[config.mk]
export PLATFORM = sky130hd
export DESIGN_NAME = rr_reconf_ctrl
export DESIGN_NICKNAME = d
export VERILOG_FILES = /design/src/rtl/rr_reconf_ctrl.sv
export SDC_FILE = /design/constraint.sdc
export NUM_CORES = 1
export LEC_CHECK = 0
export ABC_AREA = 0
export CAP_MARGIN = 20
export CORE_MARGIN = 2
export CORE_UTILIZATION = 32
export DETAILED_ROUTE_END_ITERATION = 10
export PLACE_DENSITY = 0.59
export SYNTH_ARGS = -nofsm -noshare
export SYNTH_HDL_FRONTEND = slang
export SYNTH_SLANG_ARGS = --single-unit
export TNS_END_PERCENT = 5
[constraint.sdc]
create_clock -name clk -period 2.7 [get_ports clk]
set_input_delay 0.54 -clock clk [delete_from_list [all_inputs] [get_ports clk]]
set_output_delay 0.54 -clock clk [all_outputs]
set_load 0.03 [all_outputs]
[src/rtl/rr_reconf_ctrl.sv]
// Swap controller for one reconfigurable region: quiesce, isolate, configure, reset, release.
// Latency: accept to done is 5+RST_CYCLES cycles when the RR and loader each answer one cycle after being asked; all outputs registered.
// Backpressure: req_ready is high only in IDLE; requests seen while busy are dropped, not queued.
module rr_reconf_ctrl #(
    parameter int RRID_W      = 2,
    parameter int INIT_RRID   = 0,
    parameter int ACK_TIMEOUT = 1023,
    parameter int RST_CYCLES  = 4
) (
    input  logic              clk,
    input  logic              rstn,
    input  logic              req_valid,
    input  logic [RRID_W-1:0] req_rrid,
    output logic              req_ready,
    output logic              done,
    output logic              err,
    output logic              busy,
    output logic [RRID_W-1:0] cur_rrid,
    output logic              rc_reqn,
    input  logic              rc_ackn,
    output logic              is_reconfn,
    output logic              rr_rstn,
    output logic              cfg_start,
    output logic [RRID_W-1:0] cfg_rrid,
    input  logic              cfg_done,
    input  logic              cfg_err
);

    typedef enum logic [2:0] {
        S_IDLE,
        S_QUIESCE,
        S_ISOLATE,
        S_CONFIG,
        S_RRRESET,
        S_RELEASE,
        S_ABORT,
        S_ABORT_CFG
    } state_t;

    localparam logic [15:0]       ACK_LIM  = 16'(ACK_TIMEOUT);
    localparam logic [7:0]        RST_LIM  = 8'(RST_CYCLES - 1);
    localparam logic [RRID_W-1:0] RRID_RST = RRID_W'(INIT_RRID);

    state_t            state_q, state_d;
    logic [15:0]       ack_cnt_q, ack_cnt_d, ack_nxt;
    logic [7:0]        rst_cnt_q, rst_cnt_d;
    logic              req_ready_q, req_ready_d;
    logic              done_q, done_d;
    logic              err_q, err_d;
    logic              busy_q, busy_d;
    logic [RRID_W-1:0] cur_rrid_q, cur_rrid_d;
    logic              rc_reqn_q, rc_reqn_d;
    logic              is_reconfn_q, is_reconfn_d;
    logic              rr_rstn_q, rr_rstn_d;
    logic              cfg_start_q, cfg_start_d;
    logic [RRID_W-1:0] cfg_rrid_q, cfg_rrid_d;

    // Saturating so a long ACK_TIMEOUT can never wrap back below the limit.
    assign ack_nxt = (ack_cnt_q == 16'hFFFF) ? ack_cnt_q : ack_cnt_q + 16'd1;

    always_comb begin
        state_d      = state_q;
        ack_cnt_d    = ack_cnt_q;
        rst_cnt_d    = rst_cnt_q;
        cur_rrid_d   = cur_rrid_q;
        cfg_rrid_d   = cfg_rrid_q;
        rc_reqn_d    = rc_reqn_q;
        is_reconfn_d = is_reconfn_q;
        rr_rstn_d    = rr_rstn_q;
        done_d       = 1'b0;
        err_d        = 1'b0;
        cfg_start_d  = 1'b0;

        case (state_q)
            S_IDLE: begin
                if (req_valid && req_ready_q) begin
                    cfg_rrid_d = req_rrid;
                    if (req_rrid == cur_rrid_q) begin
                        done_d = 1'b1;
                    end else begin
                        state_d   = S_QUIESCE;
                        ack_cnt_d = '0;
                        rc_reqn_d = 1'b0;
                    end
                end
            end
            S_QUIESCE: begin
                if (!rc_ackn) begin
                    state_d      = S_ISOLATE;
                    is_reconfn_d = 1'b0;
                end else begin
                    ack_cnt_d = ack_nxt;
                    if (ack_nxt >= ACK_LIM) begin
                        state_d   = S_ABORT;
                        rc_reqn_d = 1'b1;
                        err_d     = 1'b1;
                    end
                end
            end
            S_ISOLATE: begin
                state_d     = S_CONFIG;
                cfg_start_d = 1'b1;
                rr_rstn_d   = 1'b0;
            end
            S_CONFIG: begin
                if (cfg_done) begin
                    if (cfg_err) begin
                        // Bad image stays isolated and in reset until a later swap succeeds.
                        state_d   = S_ABORT_CFG;
                        rc_reqn_d = 1'b1;
                        err_d     = 1'b1;
                    end else begin
                        state_d    = S_RRRESET;
                        cur_rrid_d = cfg_rrid_q;
                        rst_cnt_d  = '0;
                    end
                end
            end
            S_RRRESET: begin
                if (rst_cnt_q == RST_LIM) begin
                    state_d      = S_RELEASE;
                    rr_rstn_d    = 1'b1;
                    is_reconfn_d = 1'b1;
                    rc_reqn_d    = 1'b1;
                    done_d       = 1'b1;
                end else begin
                    rst_cnt_d = rst_cnt_q + 8'd1;
                end
            end
            S_RELEASE:   state_d = S_IDLE;
            S_ABORT:     state_d = S_IDLE;
            S_ABORT_CFG: state_d = S_IDLE;
            default:     state_d = S_IDLE;
        endcase

        busy_d      = (state_d != S_IDLE);
        req_ready_d = (state_d == S_IDLE) && !done_d && !err_d;
    end

    always_ff @(posedge clk or negedge rstn) begin
        if (!rstn) begin
            state_q      <= S_IDLE;
            ack_cnt_q    <= '0;
            rst_cnt_q    <= '0;
            req_ready_q  <= 1'b1;
            done_q       <= 1'b0;
            err_q        <= 1'b0;
            busy_q       <= 1'b0;
            cur_rrid_q   <= RRID_RST;
            rc_reqn_q    <= 1'b1;
            is_reconfn_q <= 1'b1;
            rr_rstn_q    <= 1'b1;
            cfg_start_q  <= 1'b0;
            cfg_rrid_q   <= '0;
        end else begin
            state_q      <= state_d;
            ack_cnt_q    <= ack_cnt_d;
            rst_cnt_q    <= rst_cnt_d;
            req_ready_q  <= req_ready_d;
            done_q       <= done_d;
            err_q        <= err_d;
            busy_q       <= busy_d;
            cur_rrid_q   <= cur_rrid_d;
            rc_reqn_q    <= rc_reqn_d;
            is_reconfn_q <= is_reconfn_d;
            rr_rstn_q    <= rr_rstn_d;
            cfg_start_q  <= cfg_start_d;
            cfg_rrid_q   <= cfg_rrid_d;
        end
    end

    assign req_ready  = req_ready_q;
    assign done       = done_q;
    assign err        = err_q;
    assign busy       = busy_q;
    assign cur_rrid   = cur_rrid_q;
    assign rc_reqn    = rc_reqn_q;
    assign is_reconfn = is_reconfn_q;
    assign rr_rstn    = rr_rstn_q;
    assign cfg_start  = cfg_start_q;
    assign cfg_rrid   = cfg_rrid_q;

endmodule

==> metrics.txt <==
clk buf depth=2; Synth warnings=0; Top Metal Used=met4; clock latency on the worst-skew pair=around 0.30 ns; f_max=about 0.41 GHz; post-synthesis mux area share=under 10%; Die W=about 88 um; peak supply drop=between 0.2 and 0.3 mV; TritonCTS clock tree=built; final worst path period need=2.44 ns; Post-synth EDFFs=0; Detailed Place HPWL=3850 um; Hold Path Class=primary input to asynchronous set/reset pin; Detail Route met3 WL=between 200 and 250 um; Vert. Die Dim=between 80 and 90 um; GRT Total Usage=15.0%; Max Cap Violations=0; Design Power=roughly 2200 uW; Post-synth ARST share=between 90% and 100%; R2R depth=8; post-synthesis instance total=roughly 250; gp weighted congestion=approximately 0.83; RSZ-0062 raised after global routing=no; FP Rows=30; Fill cells=around 700; flops & latches, synth=39; Placeable Area=0.00683 sq mm; met2 WL=between 2000 and 2500 um; DRT antenna net count=0; Synth Area in Compound Gates=approximately 18%; Clock transition at path regs=0.08 ns; Startpoint Class=register; Final setup viols=0; first-pass GRT wire length=just over 9000 um; CP max FO=6; Synth cell types=50; total vias in the final route=1980; remaining global-route overflow=0; final cell count without fillers=approximately 380; final period utilization=90.5%; pwr dens=798 mW/mm^2; clk_skew=~0.0096 ns; combinational family with the most area after synthesis=simple AND/OR/NAND/NOR gates; Netlist Area Pre-Place=0.00226 sq mm; CTS buffer count=5; leading area contributor after synthesis=dfrtp_1; Syn Nets=roughly 260; initial core utilization=around a third; Max transition margin=roughly two fifths; Worst Tran Pin Value=between 0.8 and 0.9 ns; critical path arrival=approximately 2.6 ns; P_leak=0.00116 uW; met1 WL=about 2600 um; initial antenna violation count=0; boundary pin count=20; crit end category=register; WP data required=around 2.9 ns; dpl cells=between 300 and 400; simple-gate share of the synthesized area=a little over a quarter; Commonest cells post-synth=dfrtp_1, nor2_1, o21ai_0, nand2_1, nor3_1; Total Wirelength=about 5400 um; setup_tns=0 ns; R2R setup slack=0.26 ns; final hold viol count=0; share of the synthesized area in the top cell type=38.7%; fin util=between 30% and 40%; clock sink total=39; nets@finish=a little under 300; Post-Synth XOR/XNOR Area=5.03%; hold buffers post-CTS=0; Post-Synth Adder-Cell Area=under 10%; DR WL/cell=between 10 and 15 um; I/O Buffers=19; Pre-antenna DRT Iters=4; cell with the most instances after synthesis=dfrtp_1; H-tree levels=2; DRT iter0 DRCs=between 70 and 80; max-slew violation count=0; largest net degree at the start of global routing=40; Syn Area/Cell=around 9 sq um; reg2reg end=state_q[0]$_DFF_PN0_; vias per cell=about 5.3; # Post-CTS Setup Buffers=0; vias in the first global route=roughly 1900; share of cells above drive strength 1=between 10% and 20%; # DRC=0; synth-to-layout area growth=20.7%; diode count=0; register area share after synthesis=43.4%; status=complete, no violations; clock root buffer=clkbuf_8; Synth Flop Type=dfrtp_1; FF-to-FF Start=ack_cnt_q[0]$_DFFE_PN0P_; Synth area leaders=dfrtp_1, o21ai_0, nor2_1; PostCTS Resize Cnt=0; die area=0.00776 sq mm; critical path type=register to register
## per-layer routing
layer	GRT usage [%]	up-vias
met5	0	-
met1	20.4	959
met3	3.02	5
met4	5.23	0
li1	-	975
met2	23.8	41
## state kept, by name, indices dropped and copies added, names as in the netlist
name	count
cfg_start	1
ack_cnt_q	16
req_ready	1
is_reconfn	1
cur_rrid	2
done	1
state_q	3
rr_rstn	1
cfg_rrid	2
rc_reqn	1
rst_cnt_q	8
busy	1
err	1
## per-stage QoR
step	hold slack, ns	worst slack, ns	cell area, sq um
floorplan	0.244	0.335	2260
global placement	0.458	0.322	2620
detailed placement	0.460	0.284	2620
CTS	0.393	0.270	2730
global route	0.438	0.167	2730
finish	0.352	0.256	2730
## worst max path at each step
stage / from / endpoint / slack [ns] / depth (start not counted)
2_1_floorplan: ack_cnt_q[0]$_DFFE_PN0P_ / state_q[0]$_DFF_PN0_ / 0.33 / 7
6_report: ack_cnt_q[0]$_DFFE_PN0P_ / state_q[0]$_DFF_PN0_ / 0.26 / 8
5_1_grt: ack_cnt_q[0]$_DFFE_PN0P_ / err$_DFF_PN0_ / 0.17 / 8
3_5_place_dp: ack_cnt_q[0]$_DFFE_PN0P_ / state_q[0]$_DFF_PN0_ / 0.28 / 8
3_3_place_gp: ack_cnt_q[1]$_DFFE_PN0P_ / state_q[0]$_DFF_PN0_ / 0.32 / 8
4_1_cts: ack_cnt_q[0]$_DFFE_PN0P_ / state_q[0]$_DFF_PN0_ / 0.27 / 8
## report_power, final
group	total [uW]	internal [uW]	leakage, uW	switching, uW
Clock	505	275	0.0000581	229
Combinational	877	381	0.000591	496
Sequential	798	711	0.000511	86.0
## layout make-up
class                   instances  area [sq um]  area share (%)
flip-flops and latches         39           981            35.9
clock buffers                   5          68.8            2.52
clock inverters                 3          43.8            1.60
repair buffers                 32           283            10.4
multi-input cells             198          1220            44.8
well taps                      96           120            4.40
inverters                       3          11.3           0.412
## cells by family after synthesis
kind of cell,Yosys count
AND/OR/NAND/NOR,112
AO/OA/AOI/OAI,64
flip-flops,39
buffers and inverters,14
XOR/XNOR,13
multiplexers,7
adder cells (fa/ha/maj),2
## cells in the final DEF, fill, tap and decap left out, drive strengths merged, types with 3 or more instances in the layout
| cell | Yosys | layout |
|---|---|---|
| dfstp | 4 | 4 |
| dfrtp | 35 | 35 |
| nand3 | 8 | 8 |
| clkbuf | 8 | 5 |
| a31oi | 5 | 5 |
| nand4 | 8 | 8 |
| a22o | 4 | 4 |
| a21oi | 9 | 9 |
| nand2 | 26 | 26 |
| clkdlybuf4s50 | 0 | 18 |
| mux2 | 6 | 6 |
| and4 | 4 | 4 |
| and3 | 4 | 4 |
| xor2 | 9 | 9 |
| o31ai | 3 | 3 |
| inv | 3 | 3 |
| nand2b | 4 | 4 |
| nor2 | 30 | 30 |
| xnor2 | 4 | 4 |
| o211ai | 3 | 3 |
| buf | 3 | 14 |
| nor3 | 15 | 15 |
| o21ai | 26 | 26 |
## worst max-delay path, cell delays in order, from the launching register on
cell and delay (ns):
dfrtp_1 0.36, ha_1 0.29, nand3_1 0.23, nor3_1 0.28
buf_4 0.17, nor3_4 0.04, xnor2_1 0.13, or4_4 0.58
a41o_1 0.26
(Power assumes the default switching activity.)
